`src/rtl/ntt_stream_bridge.sv`:
```
// ntt_stream_bridge
//   Streams one transform's worth of packed {addr, coefficient} words into an
//   NTT core over LANES parallel write ports, pulses the core start, then
//   captures the core's result beats into a small buffer that the host drains
//   with a valid/ready handshake.
//
// Ports
//   clk, rst        clock, asynchronous active-high reset
//   go, mode        start request (IDLE only) and forward/inverse select
//   in_data         LANES packed {addr, data} words; lane k at k*(ADDR_W+DATA_W)
//   in_valid/ready  load handshake
//   core_we/addr/din per-lane write port into the core
//   core_mode       mode latched at go
//   core_start      one-cycle start pulse
//   core_out_valid  result beat present on core_dout (core cannot stall)
//   out_data        buffer head, show-ahead
//   out_valid/ready unload handshake
//   busy, done      not-idle flag, one-cycle completion pulse
//   overflow        sticky: a result beat was dropped because the buffer was full
module ntt_stream_bridge #(
  parameter int DATA_W     = 16,
  parameter int ADDR_W     = 8,
  parameter int LANES      = 2,
  parameter int N_COEF     = 256,
  parameter int OBUF_DEPTH = 16
) (
  input  logic                           clk,
  input  logic                           rst,
  input  logic                           go,
  input  logic                           mode,
  input  logic [LANES*(ADDR_W+DATA_W)-1:0] in_data,
  input  logic                           in_valid,
  output logic                           in_ready,
  output logic [LANES-1:0]               core_we,
  output logic [LANES*ADDR_W-1:0]        core_addr,
  output logic [LANES*DATA_W-1:0]        core_din,
  output logic                           core_mode,
  output logic                           core_start,
  input  logic                           core_out_valid,
  input  logic [LANES*DATA_W-1:0]        core_dout,
  output logic [LANES*DATA_W-1:0]        out_data,
  output logic                           out_valid,
  input  logic                           out_ready,
  output logic                           busy,
  output logic                           done,
  output logic                           overflow
);

  localparam int LW     = ADDR_W + DATA_W;
  localparam int BEATS  = N_COEF / LANES;
  localparam int CNT_W  = $clog2(BEATS + 1);
  localparam int IDX_W  = $clog2(OBUF_DEPTH);
  localparam int PTR_W  = IDX_W + 1;
  localparam logic [CNT_W-1:0] LAST_BEAT = CNT_W'(BEATS - 1);

  typedef enum logic [2:0] {
    S_IDLE,
    S_LOAD,
    S_START,
    S_RUN,
    S_DRAIN
  } state_t;

  state_t state;

  logic [CNT_W-1:0] load_cnt;
  logic [CNT_W-1:0] res_cnt;

  // One extra pointer bit distinguishes full from empty when the indices match.
  logic [PTR_W-1:0] wr_ptr;
  logic [PTR_W-1:0] rd_ptr;
  logic [LANES*DATA_W-1:0] obuf [OBUF_DEPTH];

  logic empty;
  logic full;
  logic pop;
  logic push;

  // Split the packed input words into per-lane address and data vectors.
  logic [LANES*ADDR_W-1:0] lane_addr;
  logic [LANES*DATA_W-1:0] lane_din;

  genvar gi;
  generate
    for (gi = 0; gi < LANES; gi++) begin : g_lane
      assign lane_addr[gi*ADDR_W +: ADDR_W] = in_data[gi*LW + DATA_W +: ADDR_W];
      assign lane_din[gi*DATA_W +: DATA_W]  = in_data[gi*LW +: DATA_W];
    end
  endgenerate

  assign empty = (wr_ptr == rd_ptr);
  assign full  = (wr_ptr[PTR_W-1] != rd_ptr[PTR_W-1]) &&
                 (wr_ptr[IDX_W-1:0] == rd_ptr[IDX_W-1:0]);

  assign out_valid = !empty;
  assign pop       = out_valid && out_ready;

  // A write into a full buffer still succeeds when the head leaves the same
  // cycle, so occupancy is unchanged rather than the beat being dropped.
  assign push = (state == S_RUN) && core_out_valid && (!full || pop);

  // Show-ahead head: read is asynchronous so the head is visible as soon as
  // out_valid rises; gated to zero while empty so the idle value is defined.
  assign out_data = out_valid ? obuf[rd_ptr[IDX_W-1:0]] : '0;

  always_ff @(posedge clk) begin
    if (push) begin
      obuf[wr_ptr[IDX_W-1:0]] <= core_dout;
    end
  end

  always_ff @(posedge clk or posedge rst) begin
    if (rst) begin
      state      <= S_IDLE;
      in_ready   <= 1'b0;
      core_we    <= '0;
      core_addr  <= '0;
      core_din   <= '0;
      core_mode  <= 1'b0;
      core_start <= 1'b0;
      busy       <= 1'b0;
      done       <= 1'b0;
      overflow   <= 1'b0;
      load_cnt   <= '0;
      res_cnt    <= '0;
      wr_ptr     <= '0;
      rd_ptr     <= '0;
    end else begin
      core_we    <= '0;
      core_start <= 1'b0;
      done       <= 1'b0;

      if (pop) begin
        rd_ptr <= rd_ptr + 1'b1;
      end

      case (state)
        S_IDLE: begin
          if (go) begin
            state     <= S_LOAD;
            in_ready  <= 1'b1;
            busy      <= 1'b1;
            core_mode <= mode;
            overflow  <= 1'b0;
            load_cnt  <= '0;
            res_cnt   <= '0;
            wr_ptr    <= '0;
            rd_ptr    <= '0;
          end
        end

        S_LOAD: begin
          if (in_valid && in_ready) begin
            core_we   <= '1;
            core_addr <= lane_addr;
            core_din  <= lane_din;
            load_cnt  <= load_cnt + 1'b1;
            // in_ready falls on the same edge that takes the final beat.
            if (load_cnt == LAST_BEAT) begin
              state    <= S_START;
              in_ready <= 1'b0;
            end
          end
        end

        // One idle cycle here places core_start just after the last write.
        S_START: begin
          core_start <= 1'b1;
          state      <= S_RUN;
        end

        S_RUN: begin
          if (core_out_valid) begin
            res_cnt <= res_cnt + 1'b1;
            if (push) begin
              wr_ptr <= wr_ptr + 1'b1;
            end else begin
              overflow <= 1'b1;
            end
            if (res_cnt == LAST_BEAT) begin
              state <= S_DRAIN;
            end
          end
        end

        S_DRAIN: begin
          if (empty) begin
            state <= S_IDLE;
            busy  <= 1'b0;
            done  <= 1'b1;
          end
        end

        default: begin
          state <= S_IDLE;
        end
      endcase
    end
  end

endmodule

```
`config.mk`:
```
export PLATFORM = sky130hd
export DESIGN_NAME = ntt_stream_bridge
export DESIGN_NICKNAME = d
export VERILOG_FILES = /design/src/rtl/ntt_stream_bridge.sv
export SDC_FILE = /design/constraint.sdc
export NUM_CORES = 1
export LEC_CHECK = 0
export CELL_PAD_IN_SITES_DETAIL_PLACEMENT = 1
export CELL_PAD_IN_SITES_GLOBAL_PLACEMENT = 1
export CORE_UTILIZATION = 45
export DETAILED_ROUTE_END_ITERATION = 10
export GPL_ROUTABILITY_DRIVEN = 0
export GPL_TIMING_DRIVEN = 0
export PLACE_DENSITY = 0.83
export SETUP_SLACK_MARGIN = 0.4
export SLEW_MARGIN = 20
export SYNTH_ARGS = -nofsm -noshare
export SYNTH_HDL_FRONTEND = slang
export SYNTH_SLANG_ARGS = --single-unit
export TNS_END_PERCENT = 50
```
`constraint.sdc`:
```
create_clock -name clk -period 4.7 [get_ports clk]
set_clock_uncertainty 0.2 [all_clocks]
set_input_delay 0.705 -clock clk [delete_from_list [all_inputs] [get_ports clk]]
set_output_delay 0.705 -clock clk [all_outputs]
set_load 0.01 [all_outputs]
```
==> insert_results.sql, run 1 <==
INSERT INTO impl_metrics (metric_group, metric, value, unit) VALUES
('status', 'run_status', 'complete, no violations', ''),
('global_route', 'first_global_vias', '14060', ''),
('sta', 'setup_violations', '0', ''),
('finish', 'finalNetCount', '1557', ''),
('yosys', 'postSynthRegisterBits', '596', ''),
('worst_setup_path', 'timing.critical_path.slowest_cell_delay', '0.65', 'ns'),
('routing', 'route.vias.total', '12830', ''),
('clocking', 'post_cts_hold_buffer_count', '0', ''),
('yosys', 'netlist_area', '22940', 'sq um'),
('clocking', 'clk_latency', '0.63', 'ns'),
('yosys', 'synth_nets', '1299', ''),
('sta', 'grt_setup_unrepaired', 'true', ''),
('worst_setup_path', 'critical_path_required', '3.80', 'ns'),
('global_route', 'pin_count_of_the_biggest_net_entering_global_routing', '45', ''),
('floorplanning', 'num_io_pins', '176', ''),
('floorplanning', 'chipHeight', '227.8', 'um'),
('routing', 'drtAntennaViolNets', '0', ''),
('worst_setup_path', 'worstSetupPathType', 'register to primary output', ''),
('yosys', 'synth_enable_flop_cells', '512', ''),
('finish', 'layout-drive-gt1-share', '0.2133', ''),
('clocking', 'numCtsBuffers', '59', ''),
('placed_design', 'pre_cts_ws', '0.7621', 'ns'),
('clocking', 'htree_levels', '2', ''),
('power', 'p_clk_frac', '0.317', ''),
('clocking', 'numClockSinks', '596', ''),
('routing', 'detail_route.wl_per_cell', '28.74', 'um'),
('sta', 'final_report_max_slew_violation_count', '0', ''),
('finish', 'areaGrowthSynthToFinish', '22.53', '%'),
('yosys', 'synth_top_cells_by_area', 'sky130_fd_sc_hd__edfxtp_1 67%, sky130_fd_sc_hd__mux4_2 13%, sky130_fd_sc_hd__dfrtp_1 9.2%, sky130_fd_sc_hd__nand2_1 2.7%, sky130_fd_sc_hd__a22oi_1 2.1%', ''),
('yosys', 'ys.flop_type', 'sky130_fd_sc_hd__edfxtp_1', ''),
('worst_setup_path', 'critical_path_arrival', '3.36', 'ns'),
('worst_setup_path', 'worst_path_cell_chain', 'and2b_1, clkbuf_1, clkbuf_2, a22oi_1, a21oi_1, clkdlybuf4s50_1', ''),
('clocking', 'path_clk_slew', '0.06', 'ns'),
('worst_setup_path', 'slowest_stage', 'sky130_fd_sc_hd__clkdlybuf4s50_1', ''),
('floorplanning', 'coreArea', '50270', 'sq um'),
('global_route', 'grt_antenna_before_repair', '2', ''),
('placed_design', 'placement.io_buffers', '175', ''),
('worst_hold_path', 'holdCritPathClass', 'register to register', ''),
('global_route', 'overflow', '0', ''),
('yosys', 'yosysUniqueCellTypes', '47', ''),
('routing', 'drt_iter0_drc', '1092', ''),
('placed_design', 'post-dp-hpwl', '40170', 'um'),
('sta', 'max_slew_margin', '0.4002', ''),
('sta', 'post-route-period-util', '0.9070', ''),
('power', 'power.switching_fraction', '0.2967', ''),
('global_route', 'grt.total_usage', '0.2428', ''),
('power', 'sequentialPowerShare', '0.392', ''),
('yosys', 'synthesis.yosys.warnings', '0', ''),
('sta', 'worst_hold_slack', '0.2787', 'ns'),
('finish', 'antenna_cells_inserted', '0', ''),
('routing', 'detail_route.vias_per_cell', '5.871', ''),
('yosys', 'synth-seq-area-share', '0.7617', ''),
('sta', 'transition_time_at_the_pin_with_the_least_slew_margin', '0.8998', 'ns'),
('routing', 'route.final.wire_length', '62830', 'um'),
('yosys', 'synth-async-reset-ratio', '0.1409', ''),
('sta', 'fmax', '234.6', 'MHz'),
('yosys', 'yosys.area.top_type_share', '0.6701', ''),
('power', 'pd_cells', '544.3', 'nW/um^2'),
('power', 'peakVddDrop', '0.3305', 'mV'),
('yosys', 'post_synth.cell_area_avg', '19.04', 'sq um'),
('yosys', 'yosys.area.top_type', 'sky130_fd_sc_hd__edfxtp_1', ''),
('clocking', 'root_cell_of_the_clock_tree', 'sky130_fd_sc_hd__clkbuf_16', ''),
('worst_setup_path', 'cp_max_fo', '10', ''),
('floorplanning', 'initial_core_util', '0.4564', ''),
('floorplanning', 'floorplan.die.width', '227.8', 'um'),
('power', 'p_switching', '4.541', 'mW'),
('clocking', 'tritoncts', 'done', ''),
('sta', 'finalWorstSetupSlack', '0.4370', 'ns'),
('power', 'power.internal', '10.76', 'mW'),
('power', 'total_leakage_power', '9.635', 'nW'),
('routing', 'drt_first_pass_iters', '5', '');
-- power by group through the flow --
stage	clock network [mW]	registers, mW	logic (mW)
after detailed placement	0	6.10	4.35
after global routing	5.08	6.01	4.70
after floorplan	0	6.10	2.44
after CTS	4.92	5.99	4.47
final	4.86	5.99	4.45
after global placement	0	6.08	4.19
-- per-layer routing --
metal / vias to the layer above / share of wire / GRT usage
met2: 627 / 0.53 / 0.4371
met5: - / 0.00019 / 0
met1: 6778 / 0.37 / 0.2963
met3: 105 / 0.072 / 0.04763
met4: 2 / 0.024 / 0.06820
li1: 5321 / - / -
-- sequential cells by signal (all words and copies together) (netlist names) --
register / flops
wr_ptr: 5
core_mode: 1
core_we: 1
load_cnt: 8
done: 1
state: 3
obuf: 512
core_addr: 16
res_cnt: 8
overflow: 1
rd_ptr: 5
core_start: 1
in_ready: 1
busy: 1
core_din: 32
-- path summary, 6_finish.rpt --
check,to,slack [ns],depth (start not counted),from
setup / recovery,out_data[20],0.44,6,rd_ptr[2]$_DFF_PP0_
hold / removal,core_din[30]$_DFFE_PP0P_,0.28,2,core_din[30]$_DFFE_PP0P_
setup reg to reg,obuf[6][27]$_DFFE_PP_,1.30,8,rd_ptr[1]$_DFF_PP0_
hold reg to reg,core_din[30]$_DFFE_PP0P_,0.28,2,core_din[30]$_DFFE_PP0P_
max in group asynchronous,res_cnt[7]$_DFFE_PP0P_,3.35,3,rst
min in group asynchronous,core_din[31]$_DFFE_PP0P_,0.31,2,rst
-- Yosys cell counts, types with 9 or more instances --
library cell,n
sky130_fd_sc_hd__nand2_1,163
sky130_fd_sc_hd__a21oi_1,44
sky130_fd_sc_hd__and3_1,18
sky130_fd_sc_hd__edfxtp_1,512
sky130_fd_sc_hd__nand3_1,10
sky130_fd_sc_hd__mux4_2,128
sky130_fd_sc_hd__clkbuf_1,34
sky130_fd_sc_hd__nor2_1,20
sky130_fd_sc_hd__a22oi_1,64
sky130_fd_sc_hd__dfrtp_1,84
sky130_fd_sc_hd__buf_2,22
sky130_fd_sc_hd__xor2_1,10
sky130_fd_sc_hd__o21ai_0,9
-- kinds of logic (layout without fill, tap and decap cells) --
group / Yosys count / count (layout) / share of synthesized area
DFF: 596 / 596 / 0.7617
adders and majority gates: 7 / 7 / 0.003817
AOI/OAI and AO/OA: 131 / 131 / 0.03774
and+or+nand+nor: 248 / 248 / 0.04799
buffers and inverters: 74 / 383 / 0.01456
muxes: 131 / 131 / 0.1270
xor gates and xnor gates: 18 / 18 / 0.007199
-- through the flow --
stage	utilization	std cells	area [sq um]	TNS, ns
2_1_floorplan	-	1205	22940	0
3_3_place_gp	0.5079	2052	25540	-94.82
3_5_place_dp	0.5176	2073	26020	0
4_1_cts	0.5585	2185	28080	0
5_1_grt	0.5592	2186	28110	0
6_report	0.5592	2186	28110	0
-- critical path, delay by kind of cell, from the launching register on --
family                 cells  cell delay, ns
and+or+nand+nor            1            0.19
DFF                        1            0.60
buffers and inverters      3            1.37
AOI/OAI and AO/OA          2            0.57
-- repair_timing --
action	CTS	global route
gates resized for setup	32	10
buffers inserted	0	1
endpoints found under the setup margin	32	20
pin swaps	0	1
-- layout make-up --
class,count,area (sq um),share of cell area
clock inverter,46,488.0,0.01736
multi-input combinational,535,5156,0.1834
clock buffer,66,1523,0.05417
buffer,69,387.9,0.01380
sequential,596,17480,0.6217
timing repair buffer,197,2218,0.07891
inverter,5,21.27,0.0007566
tap,672,840.8,0.02991
-- placed cells by master, fill, tap and decap left out, types with 3 or more instances in the layout --
master	netlist	routed
sky130_fd_sc_hd__edfxtp_1	512	512
sky130_fd_sc_hd__clkdlybuf4s50_1	0	175
sky130_fd_sc_hd__nand2_1	163	163
sky130_fd_sc_hd__mux4_2	128	128
sky130_fd_sc_hd__dfrtp_1	84	84
sky130_fd_sc_hd__a22oi_1	64	64
sky130_fd_sc_hd__clkbuf_16	0	59
sky130_fd_sc_hd__a21oi_1	44	44
sky130_fd_sc_hd__clkbuf_1	34	23
sky130_fd_sc_hd__nor2_1	20	20
sky130_fd_sc_hd__clkbuf_2	2	18
sky130_fd_sc_hd__buf_2	22	16
sky130_fd_sc_hd__clkinv_2	0	16
sky130_fd_sc_hd__and3_2	0	15
sky130_fd_sc_hd__buf_16	0	13
sky130_fd_sc_hd__buf_4	3	12
sky130_fd_sc_hd__clkinv_1	0	12
sky130_fd_sc_hd__xor2_1	10	10
sky130_fd_sc_hd__nand3_1	10	10
sky130_fd_sc_hd__o21ai_0	9	9
sky130_fd_sc_hd__bufinv_16	0	8
sky130_fd_sc_hd__buf_6	2	7
sky130_fd_sc_hd__xnor2_1	7	7
sky130_fd_sc_hd__nor2b_1	7	7
sky130_fd_sc_hd__ha_1	7	7
sky130_fd_sc_hd__clkinvlp_4	0	6
sky130_fd_sc_hd__nand4_1	5	5
sky130_fd_sc_hd__or3_1	5	5
sky130_fd_sc_hd__nor3_1	6	5
sky130_fd_sc_hd__and2_1	4	4
sky130_fd_sc_hd__clkbuf_4	0	4
sky130_fd_sc_hd__mux2i_1	3	3
sky130_fd_sc_hd__and3_1	18	3
sky130_fd_sc_hd__buf_12	0	3
(Power assumes the default switching activity.)
==> run 2: changes to the inputs <==
CORE_UTILIZATION = 50   (was 45)
PLACE_DENSITY = unset   (was 0.83)
PLACE_DENSITY_LB_ADDON = 0.1   (was unset)
==> insert_results.sql, run 2 (synthesized netlist as in run 1, its figures left out) <==
INSERT INTO impl_metrics (metric_group, metric, value, unit) VALUES
('clocking', 'htree_levels', '2', ''),
('floorplanning', 'chipHeight', '216.2', 'um'),
('worst_hold_path', 'holdCritPathClass', 'input pin to asynchronous set/reset pin', ''),
('routing', 'drt_iter0_drc', '952', ''),
('global_route', 'first_pass_grt_wire_length', '85940', 'um'),
('finish', 'mostFrequentLayoutCell', 'sky130_fd_sc_hd__edfxtp_1', ''),
('finish', 'multiInputGateArea', '5160', 'sq um'),
('routing', 'route.vias.total', '12370', ''),
('power', 'peakVddDrop', '0.3194', 'mV'),
('worst_setup_path', 'timing.critical_path.from_type', 'register', ''),
('sta', 'timing.final.crit_period', '4.262', 'ns'),
('global_route', 'overflow', '0', ''),
('routing', 'drt_first_pass_iters', '6', ''),
('floorplanning', 'dieArea', '46750', 'sq um'),
('routing', 'drcViolationCount', '0', ''),
('worst_setup_path', 'worst_path_cell_chain', 'clkbuf_2, clkbuf_1, mux4_2, a22oi_1, a21oi_1, clkdlybuf4s50_1', ''),
('sta', 'fmax', '234.6', 'MHz'),
('worst_setup_path', 'top_family_by_delay_on_critical_path', 'buffers and inverters', ''),
('clocking', 'clk_latency', '0.61', 'ns'),
('flow_run', 'max-cap-violations', '0', ''),
('finish', 'final.fill_count', '3996', ''),
('routing', 'drtAntennaViolNets', '0', ''),
('finish', 'layout-drive-gt1-share', '0.2116', ''),
('worst_setup_path', 'worstSetupPathType', 'register to primary output', ''),
('worst_setup_path', 'cp_max_fo', '10', ''),
('sta', 'final_report_max_slew_violation_count', '0', ''),
('sta', 'sum_of_negative_setup_slack', '0', 'ns'),
('floorplanning', 'coreArea', '45280', 'sq um'),
('worst_setup_path', 'critical_path_required', '3.80', 'ns'),
('floorplanning', 'floorplan.rows', '78', ''),
('worst_setup_path', 'critical_path_buf_inv_count', '3', ''),
('worst_setup_path', 'timing.critical_path.slowest_cell_delay', '0.67', 'ns'),
('routing', 'route.final.wire_length', '56990', 'um'),
('finish', 'antenna_cells_inserted', '0', ''),
('sta', 'transition_time_at_the_pin_with_the_least_slew_margin', '0.8534', 'ns'),
('finish', 'finalNetCount', '1560', ''),
('finish', 'final-seq-area', '17480', 'sq um'),
('placed_design', 'post-dp-hpwl', '36180', 'um'),
('power', 'pd_cells', '545.5', 'nW/um^2'),
('worst_setup_path', 'slowest_stage', 'sky130_fd_sc_hd__clkbuf_1', ''),
('floorplanning', 'initial_core_util', '0.5067', ''),
('clocking', 'cts_buffer_depth', '3', ''),
('routing', 'detail_route.vias_per_cell', '5.842', ''),
('clocking', 'numClockSinks', '596', ''),
('clocking', 'numCtsBuffers', '61', ''),
('status', 'run_status', 'complete, no violations', ''),
('worst_setup_path', 'critical_path_arrival', '3.36', 'ns'),
('floorplanning', 'floorplan.die.width', '216.2', 'um'),
('global_route', 'pin_count_of_the_biggest_net_entering_global_routing', '48', ''),
('routing', 'detail_route.wl_per_cell', '26.92', 'um'),
('power', 'total_leakage_power', '9.617', 'nW'),
('global_route', 'first_global_vias', '13610', ''),
('sta', 'hold_viol', '0', ''),
('placed_design', 'pre_cts_ws', '0.6824', 'ns'),
('clocking', 'root_cell_of_the_clock_tree', 'sky130_fd_sc_hd__clkbuf_16', ''),
('finish', 'largest_register_ffs', '512', ''),
('worst_setup_path', 'endpoint_kind', 'primary output', ''),
('sta', 'post-route-period-util', '0.9068', ''),
('sta', 'setup_violations', '0', ''),
('sta', 'finalWorstSetupSlack', '0.4379', 'ns'),
('floorplanning', 'num_io_pins', '176', ''),
('sta', 'max_slew_margin', '0.4280', ''),
('sta', 'grt_setup_unrepaired', 'true', ''),
('finish', 'final_core_util', '0.6171', ''),
('clocking', 'tritoncts', 'done', ''),
('clocking', 'path_clk_slew', '0.06', 'ns'),
('global_route', 'grt_antenna_before_repair', '0', ''),
('placed_design', 'placement.io_buffers', '175', ''),
('finish', 'areaGrowthSynthToFinish', '21.80', '%'),
('finish', 'most-common-layout-cells', '512 x sky130_fd_sc_hd__edfxtp_1, 175 x sky130_fd_sc_hd__clkdlybuf4s50_1, 163 x sky130_fd_sc_hd__nand2_1, 128 x sky130_fd_sc_hd__mux4_2, 84 x sky130_fd_sc_hd__dfrtp_1', ''),
('global_route', 'grt.total_usage', '0.2509', '');
==> run 2: layout make-up <==
| class | instances | share of cell area |
|---|---|---|
| inverters | 5 | 0.0007611 |
| plain buffers | 69 | 0.01379 |
| clock buffers | 73 | 0.05776 |
| multi-input cells | 535 | 0.1846 |
| repair buffers | 198 | 0.07643 |
| clock inverters | 41 | 0.01437 |
| well taps | 600 | 0.02686 |
| flip-flops and latches | 596 | 0.6254 |
==> run 2: power by group <==
part           switching [mW]  total [mW]  internal (mW)
registers               0.103        5.98           5.87
clock network            2.01        4.89           2.87
logic                    2.27        4.38           2.11
total                    4.39        15.2           10.9
==> run 2: worst paths after layout <==
| path | start | cells after the start | to | slack, ns |
|---|---|---|---|---|
| min in group clk | core_din[24]$_DFFE_PP0P_ | 2 | core_din[24]$_DFFE_PP0P_ | 0.28 |
| hold / removal | rst | 2 | core_addr[0]$_DFFE_PP0P_ | 0.28 |
| setup / recovery | rd_ptr[1]$_DFF_PP0_ | 6 | out_data[28] | 0.44 |
| hold reg to reg | core_din[24]$_DFFE_PP0P_ | 2 | core_din[24]$_DFFE_PP0P_ | 0.28 |
| setup reg to reg | state[2]$_DFFE_PP0P_ | 8 | obuf[3][18]$_DFFE_PP_ | 1.26 |
| max in group asynchronous | rst | 3 | core_start$_DFF_PP0_ | 3.39 |
==> run 2: worst register-to-register path: stages, from the launching register on <==
cell and delay, ns:
sky130_fd_sc_hd__dfrtp_1 0.36, sky130_fd_sc_hd__clkbuf_1 0.19, sky130_fd_sc_hd__nor2b_1 0.23, sky130_fd_sc_hd__nand3_1 0.21, sky130_fd_sc_hd__a21oi_1 0.54, sky130_fd_sc_hd__nand2_1 0.20
sky130_fd_sc_hd__nor3_2 0.68, sky130_fd_sc_hd__buf_4 0.32, sky130_fd_sc_hd__buf_4 0.22
==> run 2: repair_timing <==
action | in CTS | in global routing
hold buffers | 0 | 0
resized for setup | 26 | 25
setup buffers | 0 | 3
setup endpoints to repair | 32 | 29
pin swaps | 1 | 1
==> run 2: metrics by stage <==
step | hold WS [ns] | power, mW | instance area (sq um) | std cells
5_1_grt | 0.2937 | 15.81 | 27950 | 2117
6_report | 0.2764 | 15.24 | 27950 | 2117
2_1_floorplan | 0.2865 | 8.540 | 22940 | 1205
4_1_cts | 0.2722 | 15.36 | 27890 | 2114
3_5_place_dp | 0.2628 | 10.41 | 25830 | 2000
3_3_place_gp | 0.2573 | 10.29 | 25450 | 1980
==> run 2: layer usage <==
layer  track usage  routed length (um)  vias to the layer above  part of all wire
met5             0                   0                        -                 0
met4       0.06690                1122                        0             0.020
met3       0.05670                3836                       80             0.067
met2        0.4218               28670                      453              0.50
met1        0.3320               23360                     6499              0.41
li1              -                   -                     5336                 -
